--- src/rtl/dmem_port_arbiter_if.sv ---
// dmem_port_arbiter_if: CPU, DMA and DMEM signals around the DMEM port arbiter.
// slave is the arbiter's view; master is the surrounding system's view.
interface dmem_port_arbiter_if;
    logic        cpu_rena, cpu_wena, cpu_stall;
    logic [1:0]  cpu_select;
    logic [31:0] cpu_addr, cpu_wdata, cpu_rdata;
    logic        dma_req_valid, dma_req_ready, dma_we, dma_resp_valid, dma_resp_ready;
    logic [1:0]  dma_select;
    logic [31:0] dma_addr, dma_wdata, dma_rdata;
    logic        mem_rena, mem_wena;
    logic [1:0]  mem_select;
    logic [31:0] mem_addr, mem_wdata, mem_rdata;
    modport slave (
        input  cpu_rena, cpu_wena, cpu_select, cpu_addr, cpu_wdata,
        output cpu_rdata, cpu_stall,
        input  dma_req_valid, dma_we, dma_select, dma_addr, dma_wdata, dma_resp_ready,
        output dma_req_ready, dma_resp_valid, dma_rdata,
        output mem_rena, mem_wena, mem_select, mem_addr, mem_wdata,
        input  mem_rdata
    );
    modport master (
        output cpu_rena, cpu_wena, cpu_select, cpu_addr, cpu_wdata,
        input  cpu_rdata, cpu_stall,
        output dma_req_valid, dma_we, dma_select, dma_addr, dma_wdata, dma_resp_ready,
        input  dma_req_ready, dma_resp_valid, dma_rdata,
        input  mem_rena, mem_wena, mem_select, mem_addr, mem_wdata,
        output mem_rdata
    );
endinterface

--- src/rtl/dmem_port_arbiter.sv ---
// dmem_port_arbiter: shares the DMEM port between the CPU (default priority) and a DMA master.
// Define DMEM_ARB_STATS_EN to add the stat_dma_xfers / stat_stall_cycles counters.
module dmem_port_arbiter #(
    parameter int MAX_WAIT = 8,
    localparam int CW = (MAX_WAIT > 0) ? $clog2(MAX_WAIT + 1) : 1
) (
    input logic clk,
    input logic rst,
`ifdef DMEM_ARB_STATS_EN
    output logic [31:0] stat_dma_xfers,
    output logic [31:0] stat_stall_cycles,
`endif
    dmem_port_arbiter_if.slave bus
);
    typedef enum logic [1:0] {IDLE, GRANT, RESP} state_t;
    state_t        state_q, state_d;
    logic [CW-1:0] wait_cnt_q, wait_cnt_d;
    logic          we_q, we_d, resp_valid_q, resp_valid_d;
    logic [1:0]    sel_q, sel_d;
    logic [31:0]   addr_q, addr_d, wdata_q, wdata_d, rdata_q, rdata_d;
    logic          cpu_active, dma_go;

    // Reset masks every enable so a DMA access pending in GRANT never commits.
    always_comb begin
        cpu_active         = bus.cpu_rena | bus.cpu_wena;
        dma_go             = ~rst & (state_q == GRANT) & (~cpu_active | (wait_cnt_q == CW'(MAX_WAIT)));
        bus.cpu_stall      = dma_go & cpu_active;
        bus.cpu_rdata      = bus.mem_rdata;
        bus.dma_req_ready  = ~rst & (state_q == IDLE);
        bus.dma_resp_valid = resp_valid_q;
        bus.dma_rdata      = rdata_q;
        bus.mem_rena       = ~rst & (dma_go ? ~we_q : bus.cpu_rena);
        bus.mem_wena       = ~rst & (dma_go ? we_q : bus.cpu_wena);
        bus.mem_select     = dma_go ? sel_q : bus.cpu_select;
        bus.mem_addr       = dma_go ? addr_q : bus.cpu_addr;
        bus.mem_wdata      = dma_go ? wdata_q : bus.cpu_wdata;
    end

    always_comb begin
        state_d      = state_q;
        wait_cnt_d   = wait_cnt_q;
        we_d         = we_q;
        sel_d        = sel_q;
        addr_d       = addr_q;
        wdata_d      = wdata_q;
        rdata_d      = rdata_q;
        resp_valid_d = resp_valid_q;
        case (state_q)
            IDLE: if (bus.dma_req_valid) begin
                we_d       = bus.dma_we;
                sel_d      = bus.dma_select;
                addr_d     = bus.dma_addr;
                wdata_d    = bus.dma_wdata;
                wait_cnt_d = '0;
                state_d    = GRANT;
            end
            GRANT: if (dma_go) begin
                rdata_d      = we_q ? rdata_q : bus.mem_rdata;
                resp_valid_d = 1'b1;
                state_d      = RESP;
            end else begin
                wait_cnt_d = wait_cnt_q + CW'(1);
            end
            RESP: if (bus.dma_resp_ready) begin
                resp_valid_d = 1'b0;
                state_d      = IDLE;
            end
            default: state_d = IDLE;
        endcase
    end

    always_ff @(posedge clk) begin
        if (rst) begin
            state_q      <= IDLE;
            wait_cnt_q   <= '0;
            we_q         <= 1'b0;
            sel_q        <= 2'b0;
            addr_q       <= 32'h0;
            wdata_q      <= 32'h0;
            rdata_q      <= 32'h0;
            resp_valid_q <= 1'b0;
        end else begin
            state_q      <= state_d;
            wait_cnt_q   <= wait_cnt_d;
            we_q         <= we_d;
            sel_q        <= sel_d;
            addr_q       <= addr_d;
            wdata_q      <= wdata_d;
            rdata_q      <= rdata_d;
            resp_valid_q <= resp_valid_d;
        end
    end

`ifdef DMEM_ARB_STATS_EN
    logic [31:0] xfers_q, xfers_d, stalls_q, stalls_d;
    always_comb begin
        xfers_d  = xfers_q + {31'b0, dma_go};
        stalls_d = stalls_q + {31'b0, bus.cpu_stall};
    end
    always_ff @(posedge clk) begin
        if (rst) begin
            xfers_q  <= 32'h0;
            stalls_q <= 32'h0;
        end else begin
            xfers_q  <= xfers_d;
            stalls_q <= stalls_d;
        end
    end
    assign stat_dma_xfers    = xfers_q;
    assign stat_stall_cycles = stalls_q;
`endif
endmodule

--- src/flat_wrapper.sv ---
// flat-port wrapper written by rule: the top's interface ports become plain ports
module dmem_port_arbiter_flat 
#(
    parameter int MAX_WAIT = 8,
    localparam int CW = (MAX_WAIT > 0) ? $clog2(MAX_WAIT + 1) : 1
)
  (clk, rst, bus_cpu_rena, bus_cpu_wena, bus_cpu_select, bus_cpu_addr, bus_cpu_wdata, bus_cpu_rdata, bus_cpu_stall, bus_dma_req_valid, bus_dma_we, bus_dma_select, bus_dma_addr, bus_dma_wdata, bus_dma_resp_ready, bus_dma_req_ready, bus_dma_resp_valid, bus_dma_rdata, bus_mem_rena, bus_mem_wena, bus_mem_select, bus_mem_addr, bus_mem_wdata, bus_mem_rdata);
  dmem_port_arbiter_if bus_i ();
  input logic clk;
  input logic rst;
  input wire logic [$bits(bus_i.cpu_rena)-1:0] bus_cpu_rena;
  input wire logic [$bits(bus_i.cpu_wena)-1:0] bus_cpu_wena;
  input wire logic [$bits(bus_i.cpu_select)-1:0] bus_cpu_select;
  input wire logic [$bits(bus_i.cpu_addr)-1:0] bus_cpu_addr;
  input wire logic [$bits(bus_i.cpu_wdata)-1:0] bus_cpu_wdata;
  output wire logic [$bits(bus_i.cpu_rdata)-1:0] bus_cpu_rdata;
  output wire logic [$bits(bus_i.cpu_stall)-1:0] bus_cpu_stall;
  input wire logic [$bits(bus_i.dma_req_valid)-1:0] bus_dma_req_valid;
  input wire logic [$bits(bus_i.dma_we)-1:0] bus_dma_we;
  input wire logic [$bits(bus_i.dma_select)-1:0] bus_dma_select;
  input wire logic [$bits(bus_i.dma_addr)-1:0] bus_dma_addr;
  input wire logic [$bits(bus_i.dma_wdata)-1:0] bus_dma_wdata;
  input wire logic [$bits(bus_i.dma_resp_ready)-1:0] bus_dma_resp_ready;
  output wire logic [$bits(bus_i.dma_req_ready)-1:0] bus_dma_req_ready;
  output wire logic [$bits(bus_i.dma_resp_valid)-1:0] bus_dma_resp_valid;
  output wire logic [$bits(bus_i.dma_rdata)-1:0] bus_dma_rdata;
  output wire logic [$bits(bus_i.mem_rena)-1:0] bus_mem_rena;
  output wire logic [$bits(bus_i.mem_wena)-1:0] bus_mem_wena;
  output wire logic [$bits(bus_i.mem_select)-1:0] bus_mem_select;
  output wire logic [$bits(bus_i.mem_addr)-1:0] bus_mem_addr;
  output wire logic [$bits(bus_i.mem_wdata)-1:0] bus_mem_wdata;
  input wire logic [$bits(bus_i.mem_rdata)-1:0] bus_mem_rdata;
  assign bus_i.cpu_rena = bus_cpu_rena;
  assign bus_i.cpu_wena = bus_cpu_wena;
  assign bus_i.cpu_select = bus_cpu_select;
  assign bus_i.cpu_addr = bus_cpu_addr;
  assign bus_i.cpu_wdata = bus_cpu_wdata;
  assign bus_cpu_rdata = bus_i.cpu_rdata;
  assign bus_cpu_stall = bus_i.cpu_stall;
  assign bus_i.dma_req_valid = bus_dma_req_valid;
  assign bus_i.dma_we = bus_dma_we;
  assign bus_i.dma_select = bus_dma_select;
  assign bus_i.dma_addr = bus_dma_addr;
  assign bus_i.dma_wdata = bus_dma_wdata;
  assign bus_i.dma_resp_ready = bus_dma_resp_ready;
  assign bus_dma_req_ready = bus_i.dma_req_ready;
  assign bus_dma_resp_valid = bus_i.dma_resp_valid;
  assign bus_dma_rdata = bus_i.dma_rdata;
  assign bus_mem_rena = bus_i.mem_rena;
  assign bus_mem_wena = bus_i.mem_wena;
  assign bus_mem_select = bus_i.mem_select;
  assign bus_mem_addr = bus_i.mem_addr;
  assign bus_mem_wdata = bus_i.mem_wdata;
  assign bus_i.mem_rdata = bus_mem_rdata;
  dmem_port_arbiter #(.MAX_WAIT(MAX_WAIT)) u_core (.clk(clk), .rst(rst), .bus(bus_i));
endmodule
--- config.mk ---
export PLATFORM = sky130hd
export DESIGN_NAME = dmem_port_arbiter_flat
export DESIGN_NICKNAME = d
export VERILOG_FILES = /design/src/rtl/dmem_port_arbiter_if.sv /design/src/rtl/dmem_port_arbiter.sv /design/src/flat_wrapper.sv
export SDC_FILE = /design/constraint.sdc
export NUM_CORES = 1
export LEC_CHECK = 0
export BUFFER_PORTS_ARGS = -buffer_cell sky130_fd_sc_hd__buf_2
export CORE_MARGIN = 3
export CORE_UTILIZATION = 33
export CTS_CLUSTER_DIAMETER = 80
export DETAILED_ROUTE_END_ITERATION = 6
export SYNTH_ARGS = -nofsm -noshare
export SYNTH_HDL_FRONTEND = slang
export SYNTH_SLANG_ARGS = --single-unit
--- constraint.sdc ---
create_clock -name clk -period 4.5 [get_ports clk]
set_clock_uncertainty 0.1 [all_clocks]
set_input_delay 0.45 -clock clk [delete_from_list [all_inputs] [get_ports clk]]
set_output_delay 0.45 -clock clk [all_outputs]
set_load 0.005 [all_outputs]
-- Word level (Yosys, flattened, before mapping)
Cells that the tools add are included.
W data, S select, Z words.
- flip-flop bits (word level): 106
- memories kept: 0
- ROM bits: 0
- bits in writable memories: 0
- bits of input ports: 171
- word-level logic and storage cells: 50
- output and inout bits: 135
- bits in latches: 0
- add/subtract/negate cells: 1
- $lt $le $gt $ge: 0
- shifts and indexed selects: 0
- eq/ne operators: 7
- multiplexer cells: 15
- bitwise operators: 11
- $mul: 0
- div/mod/pow operators: 0
- reductions and logical operators: 8
- operator list (kind ; number):
    $mux W32 ; 2
    $reduce_and A3 Y1 ; 4
    $mux W2 ; 4
    $mux W4 ; 2
    $pmux W4 S2 ; 1
    $and A1 B1 Y1 ; 6
    $ne A2 B2 Y1 const B ; 3
    $pmux W2 S3 ; 1
    $add A4 B1 Y4 const B ; 1
    $eq A4 B4 Y1 const B ; 1
    $mux W1 ; 4
    $reduce_bool A2 Y1 ; 2
    $not A1 Y1 ; 3
    $eq A2 B1 Y1 const B ; 1
    $eq A2 B2 Y1 const B ; 1
    $logic_not A2 Y1 ; 1
    $ne A2 B1 Y1 const B ; 1
    $or A1 B1 Y1 ; 2
    $pmux W1 S2 ; 1
    $reduce_and A2 Y1 ; 1

-- Logic depth before layout (Yosys ltp)
- depth after elaboration: 6
- mapped depth: 7
- mapped depth without buffers: 5

-- Worst setup path before layout
OpenSTA, ideal clock, no wires.
- path type: reg2out
- start: register u_core.wait_cnt_q[0]
- end: output port bus_mem_addr[0]
- required time: 3950 ps
- path slack: 2319 ps
- buffers on the path: 1
- data arrival time: 1631 ps
- stages on the path, launching flop included: 7
- cells stage by stage: dfxtp_1 inv_1 ha_1 and3b_1 o21ai_4 buf_6 mux2_4
- cells in the longest elaborated chain, start to end: 4
- ends and longest elaborated chain (element ; RTL line ; text):
    start: declaration ; dmem_port_arbiter.sv:17 ; logic [CW-1:0] wait_cnt_q, wait_cnt_d;
    start signal: assignment ; dmem_port_arbiter.sv:84 ; wait_cnt_q <= wait_cnt_d;
    $eq A4 B4 Y1 ; dmem_port_arbiter.sv:26 ; dma_go = ~rst & (state_q == GRANT) & (~cpu_active | (wait_cnt_q == CW'(MAX_WAIT)));
    $or A1 B1 Y1 ; dmem_port_arbiter.sv:26 ;
    $and A1 B1 Y1 ; dmem_port_arbiter.sv:26 ;
    $mux W32 ; dmem_port_arbiter.sv:35 ; bus.mem_addr = dma_go ? addr_q : bus.cpu_addr;
    end: declaration ; flat_wrapper.sv:30 ; output wire logic [$bits(bus_i.mem_addr)-1:0] bus_mem_addr;
No other way between the ends.

-- Worst setup path in the final report
- start: register u_core.wait_cnt_q[0]
- end: output port bus_mem_addr[23]
The elaborated chain is that of the path after synthesis.

==> flow_metrics.py <==
metrics = {
    "run_status": {
        "outcome": "completed",
    },
    "timing": {
        "finalHoldViolations": 0,
        "min_period_ps": 3310,
        "max_freq_mhz": 302,
        "post-route-period-util": 0.737,
        "slew_headroom": 0.315,
        "tightest_slew_ps": 1020,
        "drv_slew": 0,
        "grt_setup_unrepaired": "false",
        "finalSetupTns_ps": 0,
        "report.final.setup_viol": 0,
    },
    "finish": {
        "drive_gt1_frac": 0.527,
        "nets": 984,
        "layout.cells.non_filler": 1033,
        "final_util": 0.441,
        "layout_common_cells": "304 x buf_2, 139 x nand2_1, 106 x dfxtp_1, 69 x a21oi_1, 66 x mux2_4",
        "final_common_cell": "buf_2",
        "syn2layout_area_growth_pct": 30.6,
    },
    "route": {
        "ant_nets": 0,
        "firstDrtPassIters": 4,
        "drt-initial-drc-count": 107,
        "drt-vias-per-instance": 4.47,
        "drc": 0,
        "wl_per_cell_um": 13.9,
        "dr_total_vias": 4617,
        "routed_wl_um": 14400,
    },
    "global_routing": {
        "antenna_found_initial": 1,
        "grt_first_pass_wirelength_um": 22500,
        "grt_usage": 0.154,
        "grt_overflow": 0,
        "grt_pass1_vias": 4511,
        "grt_max_degree": 68,
    },
    "cts": {
        "clk_pin_slew_ps": 80,
        "cts_resized": 0,
        "clk_path_buf_depth": 2,
        "clock-root-buffer": "clkbuf_16",
        "ctsHoldBuffers": 0,
        "post_cts_buffers": 0,
        "clock_latency_ps": 340,
        "cts_tree": "yes",
        "cts_sinks": 106,
        "htreeDepth": 3,
        "cts_made_buffers": 9,
    },
    "die": {
        "dieArea_um2": 17900,
        "rows": 46,
        "die_h_um": 134,
        "core_area_um2": 15900,
        "die_w_um": 134,
        "initial_core_util": 0.338,
        "num_io_pins": 306,
    },
    "logic_synthesis": {
        "synthCells": 563,
        "synth_flop_cell": "dfxtp_1",
        "synth_fp_nets": 736,
        "yosysUniqueCellTypes": 40,
        "ys_warn_count": 0,
        "syn-cell-area_um2": 5390,
        "synth_edf_count": 0,
        "syn_area_per_cell_um2": 9.57,
        "synth_simple_gate_area_frac": 0.160,
        "yosysSeqAreaShare": 0.394,
        "synth_top_family_by_area": "multiplexers",
        "async_flop_share": 0,
        "synth-seq-cells": 106,
        "synth_compound_area_frac": 0.0968,
        "synth_xor_area_frac": 0,
        "synthMuxAreaShare": 0.250,
        "synthAdderAreaFrac": 0.00464,
    },
    "power_and_ir_drop": {
        "p_leak_uw": 0.00356,
        "ir_drop_uv": 158,
        "power.switching_uw": 578,
        "p_comb_frac": 0.185,
        "p_int_uw": 1610,
        "p_clk_frac": 0.344,
        "sequentialPowerShare": 0.471,
        "swShare": 0.264,
        "power_density_nw_per_um2": 310,
    },
    "worst_setup_path": {
        "critPathKind": "reg -> out",
        "r2r_cells": 5,
        "crit_buf_inv": 3,
        "path_cells": "inv_1 -> ha_1 -> and3b_1 -> o21ai_4 -> buf_12 -> mux2_4 -> buf_2",
        "path_delay_family": "buffers and inverters",
        "cp_slowest_cell": "o21ai_4",
        "worst_path_largest_cell_delay_ps": 540,
        "cp-start-kind": "register",
        "cp.arrival_ps": 2760,
        "reg2reg_slack_ps": 2120,
        "cp_max_fo": 58,
        "reg2reg_from": "u_core.wait_cnt_q[0]",
        "end_kind": "output port",
        "r2r_end": "u_core.bus.dma_rdata[11]",
        "worstPathRequired_ps": 3950,
    },
    "place": {
        "gp_congestion": 0.772,
        "port_buffers": 305,
        "dpl.hpwl_um": 10800,
        "placedCellCount": 1016,
    },
    "flow_run": {
        "drv_cap": 0,
    },
    "hold_path": {
        "hp-class": "in -> reg",
        "hold_start": "bus_mem_rdata[24]",
        "hold_path_depth": 2,
        "worstHoldEndpoint": "u_core.bus.dma_rdata[24]",
    },
}
## worst register-to-register path: stages, from the launching register on
cell and delay, ps:
dfxtp_1 380, inv_1 80, ha_1 210, and3b_1 240
o211ai_4 820, mux2_2 430
## power groups by stage
stage / clock, uW / sequential, uW / combinational (uW)
finish: 752 / 1030 / 403
global route: 825 / 1040 / 448
CTS: 791 / 1030 / 413
detailed placement: 0 / 1050 / 412
global placement: 0 / 1050 / 408
floorplan: 0 / 1040 / 259
## flip-flops by register name (all words and copies together) (netlist names)
register / flops
u_core.addr_q: 32
u_core.bus.dma_rdata: 32
u_core.wdata_q: 32
u_core.wait_cnt_q: 4
u_core.sel_q: 2
u_core.state_q: 2
u_core.bus.dma_resp_valid: 1
u_core.we_q: 1
## Yosys cell counts (all sizes together), types with 3 or more instances
cell type | number | area [um2]
nor2b | 32 | 200
o211ai | 4 | 43.8
a21oi | 69 | 345
a31oi | 3 | 18.8
clkbuf | 19 | 71.3
o21ai | 3 | 26.3
dfxtp | 106 | 2120
mux2 | 96 | 1330
nand2 | 139 | 522
inv | 7 | 26.3
buf | 53 | 414
nand3 | 3 | 15.0
## layout make-up
| cell class | count | area, um2 |
|---|---|---|
| Multi-Input combinational cell | 378 | 2760 |
| Fill cell | 1617 | 8910 |
| Antenna cell | 1 | 2.50 |
| Timing Repair Buffer | 309 | 1570 |
| Clock inverter | 5 | 38.8 |
| Clock buffer | 11 | 243 |
| Tap cell | 216 | 270 |
| Inverter | 7 | 26.3 |
| Sequential cell | 106 | 2120 |
## cells by family after synthesis
family          after synthesis
simple gates                189
flops                       106
mux                          98
compound gates               89
buf+inv                      79
fa+ha+maj                     2
## layer usage
layer,GRT usage,part of all wire,up-vias
li1,-,-,2357
met1,0.175,0.40,2049
met2,0.271,0.49,194
met3,0.0484,0.091,17
met4,0.0560,0.020,0
met5,0,0,-
## worst max path at each step
stage                                  end  cells after the start                  from
after floorplan            bus_mem_addr[0]                      6  u_core.wait_cnt_q[0]
after global placement     bus_mem_addr[6]                      7  u_core.wait_cnt_q[0]
after detailed placement  bus_mem_addr[25]                      7  u_core.wait_cnt_q[0]
after CTS                 bus_mem_addr[25]                      7  u_core.wait_cnt_q[0]
after global routing      bus_mem_addr[18]                      7  u_core.wait_cnt_q[0]
final                     bus_mem_addr[23]                      7  u_core.wait_cnt_q[0]
## through the flow
stage	total power, uW	instance area [um2]	hold WS, ps	setup WS, ps
5_1_grt	2310	7040	227	979
3_3_place_gp	1460	6750	344	1570
3_5_place_dp	1460	6750	347	1520
4_1_cts	2230	7030	221	1130
6_report	2180	7040	238	1190
2_1_floorplan	1300	5390	336	2320
Power figures use the tool's default switching activity.
